[src/rtl/ctrl_pkg.sv]
// Shared opcode/funct encodings, ALU codes, FSM states and decoded-instruction record
// for the multicycle controller.
package ctrl_pkg;

  localparam logic [5:0] OpRtype = 6'h00;
  localparam logic [5:0] OpAddi  = 6'h08;
  localparam logic [5:0] OpAndi  = 6'h0C;
  localparam logic [5:0] OpOri   = 6'h0D;
  localparam logic [5:0] OpSlti  = 6'h0A;
  localparam logic [5:0] OpHalt  = 6'h3F;

  localparam logic [5:0] FunctAnd = 6'h24;
  localparam logic [5:0] FunctOr  = 6'h25;
  localparam logic [5:0] FunctAdd = 6'h20;
  localparam logic [5:0] FunctSub = 6'h22;
  localparam logic [5:0] FunctSlt = 6'h2A;
  localparam logic [5:0] FunctNor = 6'h27;

  localparam logic [3:0] AluAnd = 4'd0;
  localparam logic [3:0] AluOr  = 4'd1;
  localparam logic [3:0] AluAdd = 4'd2;
  localparam logic [3:0] AluSub = 4'd6;
  localparam logic [3:0] AluSlt = 4'd7;
  localparam logic [3:0] AluNor = 4'd12;

  typedef enum logic [2:0] {
    StIdle,
    StFetch,
    StDecode,
    StExec,
    StWb,
    StHalt,
    StTrap
  } state_e;

  typedef struct packed {
    logic [4:0]  ina;
    logic [4:0]  inb;
    logic [4:0]  inc;
    logic [15:0] ind;
    logic [3:0]  control;
    logic        controll;
    logic        is_halt;
    logic        is_valid;
    logic        ovf_checked;
  } decode_t;

endpackage

[src/rtl/instr_decoder.sv]
// Combinational instruction decoder: maps a 32-bit instruction word onto register
// addresses, immediate, ALU code and classification flags.
module instr_decoder
  import ctrl_pkg::*;
(
  input  logic [31:0] ir_i,
  output decode_t     dec_o
);

  logic [5:0] opcode;
  logic [5:0] funct;

  assign opcode = ir_i[31:26];
  assign funct  = ir_i[5:0];

  always_comb begin
    dec_o          = '0;
    dec_o.ina      = ir_i[25:21];
    dec_o.inb      = ir_i[20:16];
    dec_o.ind      = ir_i[15:0];
    dec_o.inc      = ir_i[15:11];
    dec_o.is_valid = 1'b1;
    case (opcode)
      OpRtype: begin
        case (funct)
          FunctAnd: dec_o.control = AluAnd;
          FunctOr:  dec_o.control = AluOr;
          FunctAdd: begin
            dec_o.control     = AluAdd;
            dec_o.ovf_checked = 1'b1;
          end
          FunctSub: begin
            dec_o.control     = AluSub;
            dec_o.ovf_checked = 1'b1;
          end
          FunctSlt: dec_o.control = AluSlt;
          FunctNor: dec_o.control = AluNor;
          default:  dec_o.is_valid = 1'b0;
        endcase
      end
      OpAddi, OpAndi, OpOri, OpSlti: begin
        dec_o.inc      = ir_i[20:16];
        dec_o.controll = 1'b1;
        case (opcode)
          OpAddi: begin
            dec_o.control     = AluAdd;
            dec_o.ovf_checked = 1'b1;
          end
          OpAndi:  dec_o.control = AluAnd;
          OpOri:   dec_o.control = AluOr;
          default: dec_o.control = AluSlt;
        endcase
      end
      OpHalt: begin
        dec_o.is_halt  = 1'b1;
        dec_o.is_valid = 1'b0;
      end
      default: dec_o.is_valid = 1'b0;
    endcase
  end

endmodule

[src/rtl/multicycle_ctrl.sv]
// Multicycle fetch/decode/execute/writeback controller with registered datapath controls.
// Define OVF_TRAP_EN to trap on signed overflow of ADD/SUB/ADDI instead of writing back.
module multicycle_ctrl
  import ctrl_pkg::*;
#(
  parameter int unsigned      PC_W     = 8,
  parameter logic [PC_W-1:0]  RESET_PC = '0
) (
  input  logic            clk,
  input  logic            rst_n,
  input  logic            start,
  output logic            imem_req,
  output logic [PC_W-1:0] imem_addr,
  input  logic            imem_valid,
  input  logic [31:0]     imem_data,
  output logic [4:0]      inA,
  output logic [4:0]      inB,
  output logic [4:0]      inC,
  output logic [15:0]     inD,
  output logic [3:0]      control,
  output logic            controll,
  output logic            reg_we,
  input  logic            overflow,
  output logic            busy,
  output logic            halted,
  output logic            trap
);

  state_e          state_q, state_d;
  logic [PC_W-1:0] pc_q, pc_d;
  logic [31:0]     ir_q, ir_d;
  decode_t         dec_q, dec_d;
  logic            reg_we_q, reg_we_d;
  logic            wb_we;

  // Decoding ir_d keeps dec_q in lock-step with ir_q, so controls are valid from DECODE on.
  instr_decoder u_instr_decoder (
    .ir_i  (ir_d),
    .dec_o (dec_d)
  );

  assign wb_we = dec_q.is_valid && (dec_q.inc != 5'd0);

  always_comb begin
    state_d  = state_q;
    pc_d     = pc_q;
    ir_d     = ir_q;
    reg_we_d = 1'b0;
    unique case (state_q)
      StIdle: if (start) state_d = StFetch;
      StFetch: begin
        if (imem_valid) begin
          ir_d    = imem_data;
          pc_d    = pc_q + PC_W'(1);
          state_d = StDecode;
        end
      end
      StDecode: state_d = dec_q.is_halt ? StHalt : StExec;
      StExec: begin
`ifdef OVF_TRAP_EN
        if (overflow && dec_q.ovf_checked) begin
          state_d = StTrap;
        end else begin
          state_d  = StWb;
          reg_we_d = wb_we;
        end
`else
        state_d  = StWb;
        reg_we_d = wb_we;
`endif
      end
      StWb:    state_d = StFetch;
      StHalt:  state_d = StHalt;
      StTrap:  state_d = StTrap;
      default: state_d = StIdle;
    endcase
  end

  always_ff @(posedge clk) begin
    if (!rst_n) begin
      state_q  <= StIdle;
      pc_q     <= RESET_PC;
      ir_q     <= '0;
      dec_q    <= '0;
      reg_we_q <= 1'b0;
    end else begin
      state_q  <= state_d;
      pc_q     <= pc_d;
      ir_q     <= ir_d;
      dec_q    <= dec_d;
      reg_we_q <= reg_we_d;
    end
  end

  assign imem_req  = (state_q == StFetch);
  assign imem_addr = imem_req ? pc_q : '0;
  assign inA       = dec_q.ina;
  assign inB       = dec_q.inb;
  assign inC       = dec_q.inc;
  assign inD       = dec_q.ind;
  assign control   = dec_q.control;
  assign controll  = dec_q.controll;
  assign reg_we    = reg_we_q;
  assign busy      = (state_q == StFetch) || (state_q == StDecode) ||
                     (state_q == StExec)  || (state_q == StWb);
  assign halted    = (state_q == StHalt);

`ifdef OVF_TRAP_EN
  assign trap = (state_q == StTrap);
`else
  logic unused_ovf;
  assign unused_ovf = ^{overflow, dec_q.ovf_checked};
  assign trap       = 1'b0;
`endif

endmodule

[config.mk]
export PLATFORM = sky130hd
export DESIGN_NAME = multicycle_ctrl
export DESIGN_NICKNAME = d
export VERILOG_FILES = /design/src/rtl/ctrl_pkg.sv /design/src/rtl/instr_decoder.sv /design/src/rtl/multicycle_ctrl.sv
export SDC_FILE = /design/constraint.sdc
export NUM_CORES = 1
export LEC_CHECK = 0
export CORE_MARGIN = 3
export CORE_UTILIZATION = 40
export CTS_CLUSTER_DIAMETER = 60
export DETAILED_ROUTE_END_ITERATION = 10
export PLACE_DENSITY = 0.8
export SLEW_MARGIN = 20
export SYNTH_ARGS = -nofsm -noshare
export SYNTH_HDL_FRONTEND = slang
export SYNTH_SLANG_ARGS = --single-unit
[constraint.sdc]
create_clock -name clk -period 3.1 [get_ports clk]
set_input_delay 0.62 -clock clk [delete_from_list [all_inputs] [get_ports clk]]
set_output_delay 0.62 -clock clk [all_outputs]
set_load 0.01 [all_outputs]
Word-level counts from Yosys, hierarchy flattened
Cells that the tools add are included.
- muxes and demuxes: 15
- $add $sub $neg: 1
- reductions and logical operators: 12
- equality and inequality tests: 19
- operators by type and width (operator ; count):
    32-bit two-way mux ; 2
    6-bit == test (second input constant) ; 7
    6-bit by 4-bit == test with 1-bit output (second input constant) ; 4
    3-bit case mux with 7 select lines ; 1
    4-bit case mux with 5 select lines ; 1
    3-bit == test (second input constant) ; 3
    3-bit two-way mux ; 3
    3-bit case mux with 3 select lines ; 1
    8-bit by 1-bit adder with 8-bit output (second input constant) ; 1
    8-bit two-way mux ; 1
    4-bit case mux with 2 select lines ; 1
    3-bit by 2-bit == test with 1-bit output (second input constant) ; 2
    6-bit zero test ; 1
    2-bit AND reduction ; 3
    6-bit OR reduction ; 1
    5-bit two-way mux ; 1
    5-bit nonzero test ; 1
    4-bit OR reduction ; 1
    3-bit by 1-bit == test with 1-bit output (second input constant) ; 1
    3-bit zero test ; 1
    1-bit logical OR ; 3
    1-bit two-way mux ; 3
    2-bit by 1-bit inequality test with 1-bit output (second input constant) ; 1
    2-bit inequality test (second input constant) ; 1
    2 further kinds ; 2
- logic and storage cells: 59
- input bits: 37
- output and inout port bits: 49
- register bits: 82

Logic depth before layout (Yosys ltp)
Gate-level depths: netlist of the first run.
- depth in word-level cells: 6
- gate-level depth with buffers: 7
- gate-level depth less buffers: 4

Cells and area by module
Synthesis of the first run repeated with hierarchy kept, for this count alone.
- cells, all modules: 360
- area total of the unflattened synthesis: 3767.4 µm²
- by module, submodules not included (module ; times used ; area an instance (µm²) ; cells an instance ; sequential area each (µm²)):
    multicycle_ctrl ; 1 ; 3308.2 ; 298 ; 1641.6
    instr_decoder ; 1 ; 459.2 ; 62 ; 0.0

Worst setup path before layout of the first run
Ideal clock, no wire load.
- kind: input to register
- start point: in imem_data[26]
- end point: reg dec_q[1] (netlist bit)
- buffers on the path: 0
- slack: 1.357 ns
- stages: 4
- data arrival time: 1.684 ns
- setup time: 0.058 ns
- required time: 3.042 ns
- cells stage by stage: nor4_1 -> o2111ai_1 -> a221oi_1 -> o21a_1
- cells in the longest elaborated chain, start to end: 5
- elaborated cells on any way between the ends: 9
- those cells by class: 4 x eq/ne; 3 x mux; 2 x reduce/logical
- RTL lines (what ; line ; RTL):
    start: declaration ; multicycle_ctrl.sv:15 ; input logic [31:0] imem_data,
    32-bit two-way mux (*) ; multicycle_ctrl.sv:52 ; if (imem_valid) begin
    32-bit two-way mux (*) ; multicycle_ctrl.sv:49 ; unique case (state_q)
    6-bit by 4-bit == test with 1-bit output ; instr_decoder.sv:23 ; case (opcode)
    4-bit OR reduction ; - ;
    1-bit case mux with 2 select lines (*) ; instr_decoder.sv:23 ;
    end signal: assignment ; multicycle_ctrl.sv:84 ; dec_q <= '0;
    end signal: assignment ; multicycle_ctrl.sv:90 ; dec_q <= dec_d;
    end: declaration ; multicycle_ctrl.sv:32 ; decode_t dec_q, dec_d;
Mark *: on every way between the ends. The rest lies on a longest branch, timed or not.
A chain may end at the register's enable or synchronous reset.

Worst setup path in the final report of the first run
- start point: reg state_q[2]
- end point: out imem_addr[1]
- cells in the longest elaborated chain, start to end: 2
- RTL lines (what ; line ; RTL):
    start: declaration ; multicycle_ctrl.sv:29 ; state_e state_q, state_d;
    start signal: assignment ; multicycle_ctrl.sv:81 ; state_q <= StIdle;
    start signal: assignment ; multicycle_ctrl.sv:87 ; state_q <= state_d;
    3-bit by 1-bit == test with 1-bit output ; multicycle_ctrl.sv:95 ; assign imem_req = (state_q == StFetch);
    8-bit two-way mux ; multicycle_ctrl.sv:96 ; assign imem_addr = imem_req ? pc_q : '0;
    end: declaration ; multicycle_ctrl.sv:13 ; output logic [PC_W-1:0] imem_addr,
Every way passes these cells.

==> impl_metrics.py, run 1 <==
metrics = {
    "floorplan": {
        "die_width_um": 88.7,
        "core_area_mm2": 0.00649,
        "die-area_mm2": 0.00786,
        "start_util": 0.421,
        "io_pins": 86,
        "rows": 29,
        "die_h_um": 88.7,
    },
    "clock_network": {
        "clk_pin_slew_ps": 100,
        "ctsHoldBuffers": 0,
        "clk_latency_ps": 310,
        "numCtsBuffers": 5,
        "clockBufferDepth": 2,
        "cts-root-buf": "clkbuf_8",
        "clock_sinks": 56,
        "cts_setup_buffers": 0,
        "cts_tree": "done",
        "cts_resized": 0,
        "htreeDepth": 2,
    },
    "timing": {
        "drv_slew": 0,
        "worst_pin_slew_ps": 677,
        "final-setup-viol-count": 0,
        "rsz0062_at_grt": "false",
        "worst_clock_skew_ps": 9.77,
        "period_share": 0.809,
        "max_freq_mhz": 399,
        "timing.slew.headroom": 0.548,
        "setup_tns_ps": 0,
        "min_period_ps": 2510,
        "hold_violations": 0,
    },
    "grt": {
        "grt_pass1_vias": 2113,
        "antenna_found_initial": 0,
        "grt_max_degree": 26,
        "grt_pass1_wl_mm": 9.78,
        "grt_overflow": 0,
        "grt_usage": 0.157,
    },
    "worst_hold_path": {
        "worstHoldEndpoint": "ir_q[9]",
        "hp-class": "reg2reg",
        "whs_path_depth": 2,
        "min_from": "ir_q[9]",
    },
    "final_layout": {
        "drive_gt1_frac": 0.0501,
        "num_antenna_cells": 0,
        "final_core_util": 0.533,
        "nets": 416,
        "syn2layout_area_growth_pct": 26.8,
        "num-fill-cells": 608,
    },
    "logic_synthesis": {
        "synth_seq_cells": 56,
        "yosysUniqueCellTypes": 43,
        "yosys_warnings": 0,
        "synth_cells": 334,
        "async_reset_ff_frac": 0,
        "netlist_area_mm2": 0.00273,
        "synth_top_area_cell": "dfxtp_1",
        "syn-num-nets": 372,
        "synth.top_cells.by_count": "64 x nand2_1, 56 x dfxtp_1, 37 x buf_4, 36 x a21oi_1, 24 x nor2_1",
        "syn_avg_cell_area_um2": 8.18,
        "synth_most_common_cell": "nand2_1",
        "ys.flop_type": "dfxtp_1",
        "synth-seq-area-share": 0.410,
        "synth-edff-count": 0,
        "synth.top_cell.area_share": 0.410,
        "synth_area_leaders": "dfxtp_1 41%, buf_4 10%, nand2_1 8.8%, a21oi_1 6.6%, nor2_1 3.3%",
    },
    "setup_path": {
        "r2r_slack_ps": 1090,
        "path_class": "reg2out",
        "critPathCaptureType": "output port",
        "startpoint_type": "flip-flop",
        "reg2regPathDepth": 4,
        "cp_max_fo": 10,
        "r2r-end": "inC[1]",
        "arrival_ps": 1890,
        "crit-reg2reg-launch": "state_q[2]",
        "required_ps": 2480,
    },
    "pwr": {
        "power_leakage_nw": 1.22,
        "cellPowerDensity_mw_per_mm2": 411,
        "ir_worst_vdd_mv": 0.259,
    },
    "detailed_routing": {
        "drt_first_pass_iters": 4,
        "drt_iter0_markers": 103,
        "vias_per_cell": 5.22,
        "totalWireLength_mm": 6.17,
        "wl_per_cell_um": 13.5,
        "drc": 0,
        "final_antenna_net_count": 0,
        "dr_total_vias": 2382,
    },
    "placed_design": {
        "hpwl_mm": 4.53,
        "place.gp.congestion": 0.810,
        "io_buffers": 83,
    },
    "run": {
        "maxCapViolCount": 0,
    },
    "outcome": {
        "outcome": "finished, final reports clean",
    },
}
## metrics by stage
step | setup WS [ps] | total power [mW] | hold WS (ps) | cells | instance area (um2)
after global routing | 454 | 1.50 | 479 | 456 | 3460
final | 593 | 1.42 | 461 | 456 | 3460
after detailed placement | 524 | 1.03 | 449 | 448 | 3370
after floorplan | 1360 | 0.925 | 433 | 334 | 2730
after global placement | 553 | 1.02 | 442 | 448 | 3370
after CTS | 558 | 1.45 | 465 | 456 | 3460
## power by group
group / total, mW / switching (mW) / leakage, nW / internal (mW)
Combinational: 0.239 / 0.114 / 0.725 / 0.124
Clock: 0.415 / 0.234 / 0.0434 / 0.181
Sequential: 0.770 / 0.0236 / 0.454 / 0.746
## critical path: stages (launching register included)
cell and delay, ps:
dfxtp_1 530, inv_1 120, and3_1 270, and2_1 180
clkdlybuf4s50_1 480
## worst max-delay path by stage
stage | from | to | slack, ps | cells after the start
after CTS | state_q[0] | imem_addr[1] | 560 | 3
after global placement | imem_valid | inC[4] | 550 | 5
after global routing | state_q[0] | imem_addr[1] | 450 | 3
after floorplan | imem_data[26] | dec_q[1] | 1360 | 4
after detailed placement | imem_valid | inC[1] | 520 | 5
final | state_q[2] | imem_addr[1] | 590 | 4
## flip-flops by register name, summed over array words and instances (netlist names)
register and count:
pc_q 8, dec_q 2, control 4, inC 5, controll 1, state_q 3, ir_q 32, reg_we 1
## layout make-up
cell class,instances,area [um2],share of cell area
Clock inverter,2,15.0,0.00433
Sequential cell,56,1120,0.324
Tap cell,77,96.3,0.0278
Inverter,6,22.5,0.00650
Timing Repair Buffer,90,883,0.255
Clock buffer,6,82.6,0.0238
Multi-Input combinational cell,219,1240,0.359
## per-layer routing
| layer | vias up | track usage | part of all wire |
|---|---|---|---|
| met5 | - | 0 | 0 |
| li1 | 1191 | - | - |
| met4 | 0 | 0.0440 | 0.0062 |
| met1 | 1106 | 0.199 | 0.45 |
| met2 | 81 | 0.268 | 0.49 |
| met3 | 4 | 0.0363 | 0.054 |
## cells by family (layout without fill, tap and decap cells)
kind of cell	count (synthesis)	in the layout	synth area share
multiplexers	6	6	0.0220
XOR/XNOR	7	7	0.0224
flip-flops	56	56	0.410
adder cells (fa/ha/maj)	1	1	0.00458
other	1	1	0.00137
AO/OA/AOI/OAI	63	63	0.150
buffers and inverters	59	104	0.136
AND/OR/NAND/NOR	141	141	0.253
## placed cells by master (no fill, tap or decap), types with 3 or more instances in the layout
master and n:
nand2_1 64, xnor2_1 4, and3b_1 3, o21a_1 3
mux2i_1 6, nor3_1 4, nand3_1 8, a21oi_1 36
nor2_1 24, buf_4 7, xor2_1 3, a311oi_1 4
o21ai_0 3, clkbuf_8 6, and3_1 5, inv_1 6
dfxtp_1 56, clkdlybuf4s50_1 83, and2_1 8, nand4_1 8
a2bb2oi_1 5, nand2b_1 3
No activity file was read; power rests on OpenSTA's default activity.
==> run 2, diff against run 1 <==
==> constraint.sdc (replaced) <==
create_clock -name clk -period 2.4 [get_ports clk]
set_input_delay 0.48 -clock clk [delete_from_list [all_inputs] [get_ports clk]]
set_output_delay 0.48 -clock clk [all_outputs]
set_load 0.01 [all_outputs]
==> impl_metrics.py, run 2 (synthesis gave the netlist of run 1 again) <==
metrics = {
    "run": {
        "maxCapViolCount": 0,
    },
    "grt": {
        "grt_max_degree": 32,
        "grt_pass1_wl_mm": 9.65,
        "grt_pass1_vias": 2125,
        "grt_usage": 0.156,
        "grt_overflow": 0,
        "antenna_found_initial": 0,
    },
    "setup_path": {
        "cp_max_fo": 10,
        "startpoint_type": "flip-flop",
        "arrival_ps": 1760,
        "required_ps": 1920,
        "cpLargestDelayFamily": "buffers and inverters",
        "path_cells": "inv_1 -> and3_2 -> and2_1 -> clkdlybuf4s50_1",
        "critPathSlowestCell": "clkdlybuf4s50_1",
        "path_class": "reg2out",
        "crit-reg2reg-launch": "ir_q[26]",
        "cp_num_buf_inv": 2,
        "critPathCaptureType": "output port",
        "startpoint": "state_q[2]",
        "max_stage_delay_ps": 480,
    },
    "final_layout": {
        "design_area_mm2": 0.00357,
        "largest_register_ffs": 32,
        "final_common_cell": "clkdlybuf4s50_1",
        "syn2layout_area_growth_pct": 30.5,
        "drive_gt1_frac": 0.0823,
        "top_register": "ir_q",
        "most-common-layout-cells": "83 x clkdlybuf4s50_1, 64 x nand2_1, 54 x dfxtp_1",
        "nets": 426,
        "num-fill-cells": 599,
        "num_antenna_cells": 0,
    },
    "timing": {
        "final-setup-viol-count": 0,
        "rsz0062_at_grt": "false",
        "max_freq_mhz": 446,
        "setup_tns_ps": 0,
        "layout_setup_ws_ps": 158,
        "worst_pin_slew_ps": 611,
        "min_period_ps": 2240,
        "hold_ws_ps": 458,
        "period_share": 0.934,
        "worst_clock_skew_ps": 10.7,
        "drv_slew": 0,
        "timing.slew.headroom": 0.589,
        "hold_violations": 0,
    },
    "clock_network": {
        "clk_pin_slew_ps": 100,
        "cts_tree": "done",
        "clock_sinks": 56,
        "clockBufferDepth": 2,
        "clk_latency_ps": 310,
        "cts-root-buf": "clkbuf_8",
        "cts_setup_buffers": 0,
        "htreeDepth": 2,
        "numCtsBuffers": 5,
    },
    "detailed_routing": {
        "wl_per_cell_um": 13.1,
        "vias_per_cell": 5.08,
        "drt_iter0_markers": 73,
        "totalWireLength_mm": 6.10,
        "dr_total_vias": 2366,
        "final_antenna_net_count": 0,
        "drc": 0,
        "drt_first_pass_iters": 7,
    },
    "worst_hold_path": {
        "hp-class": "reg2reg",
        "min_from": "ir_q[23]",
    },
    "floorplan": {
        "io_pins": 86,
        "start_util": 0.421,
        "die-area_mm2": 0.00786,
        "die_h_um": 88.7,
        "core_area_mm2": 0.00649,
        "die_width_um": 88.7,
        "rows": 29,
    },
    "placed_design": {
        "place.gp.congestion": 0.865,
        "io_buffers": 83,
        "dpl-instance-area_mm2": 0.00344,
        "dpl_worst_slack_ps": 150,
        "hpwl_mm": 4.57,
    },
    "pwr": {
        "power_leakage_nw": 1.29,
        "design_power_total_mw": 1.96,
        "cellPowerDensity_mw_per_mm2": 551,
        "ir_worst_vdd_mv": 0.293,
    },
    "outcome": {
        "outcome": "finished, final reports clean",
    },
}
-- run 2: cell count changes in the layout (fill, tap and decap cells not counted) --
cell,before,now
buf_4,7,17
clkinvlp_4,2,0
dfxtp_1,56,54
dfxtp_2,0,2
and3_1,5,4
and3_2,0,1
bufinv_16,0,1
clkinv_4,0,1
-- run 2: cell type report --
cell class	count	area, um2	area share
Multi-Input combinational cell	219	1240	0.349
Sequential cell	56	1120	0.315
Timing Repair Buffer	100	958	0.269
Tap cell	77	96.3	0.0270
Clock buffer	6	82.6	0.0231
Clock inverter	2	38.8	0.0109
Inverter	6	22.5	0.00631
-- run 2: metal layers --
metal	global-route usage	vias up	routed length [um]
li1	-	1216	-
met1	0.194	1073	2780
met2	0.267	71	2930
met3	0.0345	6	327
met4	0.0508	0	63
met5	0	-	0
-- run 2: repair_timing --
item                       4_1_cts  5_1_grt
setup endpoints to repair        0        8
hold buffers                     0        0
gates resized for setup          0        3
-- run 2: metrics by stage --
| step | utilization | cells |
|---|---|---|
| 6_report | 0.549 | 466 |
| 5_1_grt | 0.549 | 466 |
| 4_1_cts | 0.549 | 466 |
| 3_5_place_dp | 0.530 | 458 |
| 3_3_place_gp | 0.530 | 458 |
| 2_1_floorplan | - | 334 |
-- run 2: worst register-to-register path: cells and delay by family (launching register included) --
| family | cells | cell delay, ps |
|---|---|---|
| flops | 1 | 350 |
| compound gates | 2 | 550 |
| simple gates | 2 | 790 |
-- run 2: path summary, 6_finish.rpt --
path	end	slack (ps)	cells past startpoint
max	imem_addr[1]	160	4
min	ir_q[23]	460	2
min reg2reg	ir_q[23]	460	2
max reg2reg	dec_q[1]	670	4
-- run 2: report_power, final --
| part | total, mW | switching [mW] | internal (mW) |
|---|---|---|---|
| registers | 0.991 | 0.0266 | 0.964 |
| clock network | 0.649 | 0.307 | 0.342 |
| logic | 0.325 | 0.151 | 0.173 |
| total | 1.96 | 0.485 | 1.48 |
==> run 3, diff against run 2 <==
--- a/config.mk
+++ b/config.mk
@@ -6,10 +6,10 @@
 export NUM_CORES = 1
 export LEC_CHECK = 0
 export CORE_MARGIN = 3
-export CORE_UTILIZATION = 40
+export CORE_UTILIZATION = 46
 export CTS_CLUSTER_DIAMETER = 60
 export DETAILED_ROUTE_END_ITERATION = 10
-export PLACE_DENSITY = 0.8
+export PLACE_DENSITY = 0.89
 export SLEW_MARGIN = 20
 export SYNTH_ARGS = -nofsm -noshare
 export SYNTH_HDL_FRONTEND = slang
==> constraint.sdc (replaced) <==
create_clock -name clk -period 2.5 [get_ports clk]
set_input_delay 0.5 -clock clk [delete_from_list [all_inputs] [get_ports clk]]
set_output_delay 0.5 -clock clk [all_outputs]
set_load 0.01 [all_outputs]
==> impl_metrics.py, run 3 (synthesis gave the netlist of run 1 again) <==
metrics = {
    "outcome": {
        "outcome": "finished, final reports clean",
    },
    "setup_path": {
        "cp_max_fo": 10,
        "startpoint_type": "flip-flop",
        "path_class": "reg2out",
        "cp_num_buf_inv": 2,
        "critPathSlowestCell": "dfxtp_1",
        "critPathCaptureType": "output port",
        "required_ps": 2000,
        "path_cells": "inv_1 -> and3_2 -> and2_1 -> clkdlybuf4s50_1",
        "cpLargestDelayFamily": "buffers and inverters",
        "arrival_ps": 1870,
        "max_stage_delay_ps": 510,
    },
    "pwr": {
        "power.clock.fraction": 0.278,
        "power_leakage_nw": 1.26,
        "p_sw_frac": 0.263,
        "p_switching_mw": 0.460,
        "cellPowerDensity_mw_per_mm2": 499,
        "p_seq_frac": 0.544,
        "ir_worst_vdd_mv": 0.283,
        "p_comb_frac": 0.178,
        "internal_power_mw": 1.29,
    },
    "grt": {
        "grt_pass1_vias": 2303,
        "grt_pass1_wl_mm": 10.5,
        "grt_max_degree": 21,
        "grt_usage": 0.182,
        "grt_overflow": 0,
        "antenna_found_initial": 0,
    },
    "final_layout": {
        "final_common_cell": "clkdlybuf4s50_1",
        "seq_area_mm2": 0.00112,
        "syn2layout_area_growth_pct": 28.5,
        "largest_register_ffs": 32,
        "final_core_util": 0.622,
        "nets": 424,
        "num_antenna_cells": 0,
        "most-common-layout-cells": "83 x clkdlybuf4s50_1, 64 x nand2_1, 56 x dfxtp_1",
        "top_register": "ir_q",
        "multi_input_area_mm2": 0.00124,
        "drive_gt1_frac": 0.0698,
        "num-fill-cells": 511,
    },
    "placed_design": {
        "place.gp.congestion": 0.820,
        "hpwl_mm": 4.87,
        "io_buffers": 83,
    },
    "clock_network": {
        "cts_tree": "done",
        "htreeDepth": 2,
        "ctsHoldBuffers": 0,
        "clock_sinks": 56,
        "clockBufferDepth": 2,
        "clk_pin_slew_ps": 100,
        "numCtsBuffers": 5,
        "clk_latency_ps": 310,
        "cts-root-buf": "clkbuf_8",
    },
    "timing": {
        "worst_clock_skew_ps": 12.7,
        "min_period_ps": 2370,
        "setup_tns_ps": 0,
        "rsz0062_at_grt": "false",
        "timing.slew.headroom": 0.551,
        "worst_pin_slew_ps": 668,
        "final-setup-viol-count": 0,
        "hold_violations": 0,
        "period_share": 0.950,
        "drv_slew": 0,
        "max_freq_mhz": 421,
    },
    "floorplan": {
        "io_pins": 86,
        "core_area_mm2": 0.00564,
        "die-area_mm2": 0.00690,
        "start_util": 0.484,
        "die_width_um": 83.1,
        "rows": 27,
        "die_h_um": 83.1,
    },
    "worst_hold_path": {
        "hp-class": "reg2reg",
    },
    "detailed_routing": {
        "vias_per_cell": 5.16,
        "drt_first_pass_iters": 4,
        "final_antenna_net_count": 0,
        "wl_per_cell_um": 13.7,
        "drc": 0,
        "totalWireLength_mm": 6.29,
        "drt_iter0_markers": 67,
        "dr_total_vias": 2368,
    },
    "run": {
        "maxCapViolCount": 0,
    },
}
-- run 3: cell type report --
| type | instances | share of cell area |
|---|---|---|
| Timing Repair Buffer | 98 | 0.269 |
| Tap cell | 72 | 0.0257 |
| Inverter | 6 | 0.00641 |
| Multi-Input combinational cell | 219 | 0.355 |
| Sequential cell | 56 | 0.319 |
| Clock buffer | 6 | 0.0207 |
| Clock inverter | 2 | 0.00463 |
-- run 3: worst paths after layout --
| check | from | end | slack, ps | cells past startpoint |
|---|---|---|---|---|
| max | state_q[2] | imem_addr[4] | 130 | 4 |
| min | dec_q[1] | reg_we | 460 | 2 |
| max reg2reg | ir_q[26] | dec_q[1] | 750 | 4 |
| min reg2reg | dec_q[1] | reg_we | 460 | 2 |
-- run 3: per-layer routing --
| layer | part of all wire | up-vias | global-route usage |
|---|---|---|---|
| met5 | 0 | - | 0 |
| met4 | 0.010 | 0 | 0.0579 |
| met3 | 0.049 | 6 | 0.0417 |
| met2 | 0.50 | 65 | 0.326 |
| met1 | 0.44 | 1091 | 0.213 |
| li1 | - | 1206 | - |
-- run 3: power by group through the flow --
stage | Sequential, mW | Combinational [mW] | Clock (mW)
after floorplan | 0.964 | 0.183 | 0
after global placement | 0.969 | 0.304 | 0
after detailed placement | 0.972 | 0.313 | 0
after CTS | 0.951 | 0.314 | 0.499
after global routing | 0.957 | 0.341 | 0.531
final | 0.952 | 0.312 | 0.486
-- run 3: worst min-delay path: stages (launching register included) --
cell and delay, ps:
dfxtp_1 310, nand4_1 80, nor3_1 40
-- run 3: timing repair --
item,4_1_cts,5_1_grt
endpoints found under the setup margin,0,1
resized for setup,0,1
setup buffers,0,0
-- run 3: stage by stage --
stage                     cells  setup slack [ps]  cell area (um2)  hold slack (ps)  power, mW
final                       459               125             3510              461       1.75
after detailed placement    451               221             3420              446       1.29
after CTS                   459              82.7             3510              459       1.76
after floorplan             334               877             2730              433       1.15
after global routing        459              21.7             3510              474       1.83
after global placement      451               284             3420              442       1.27
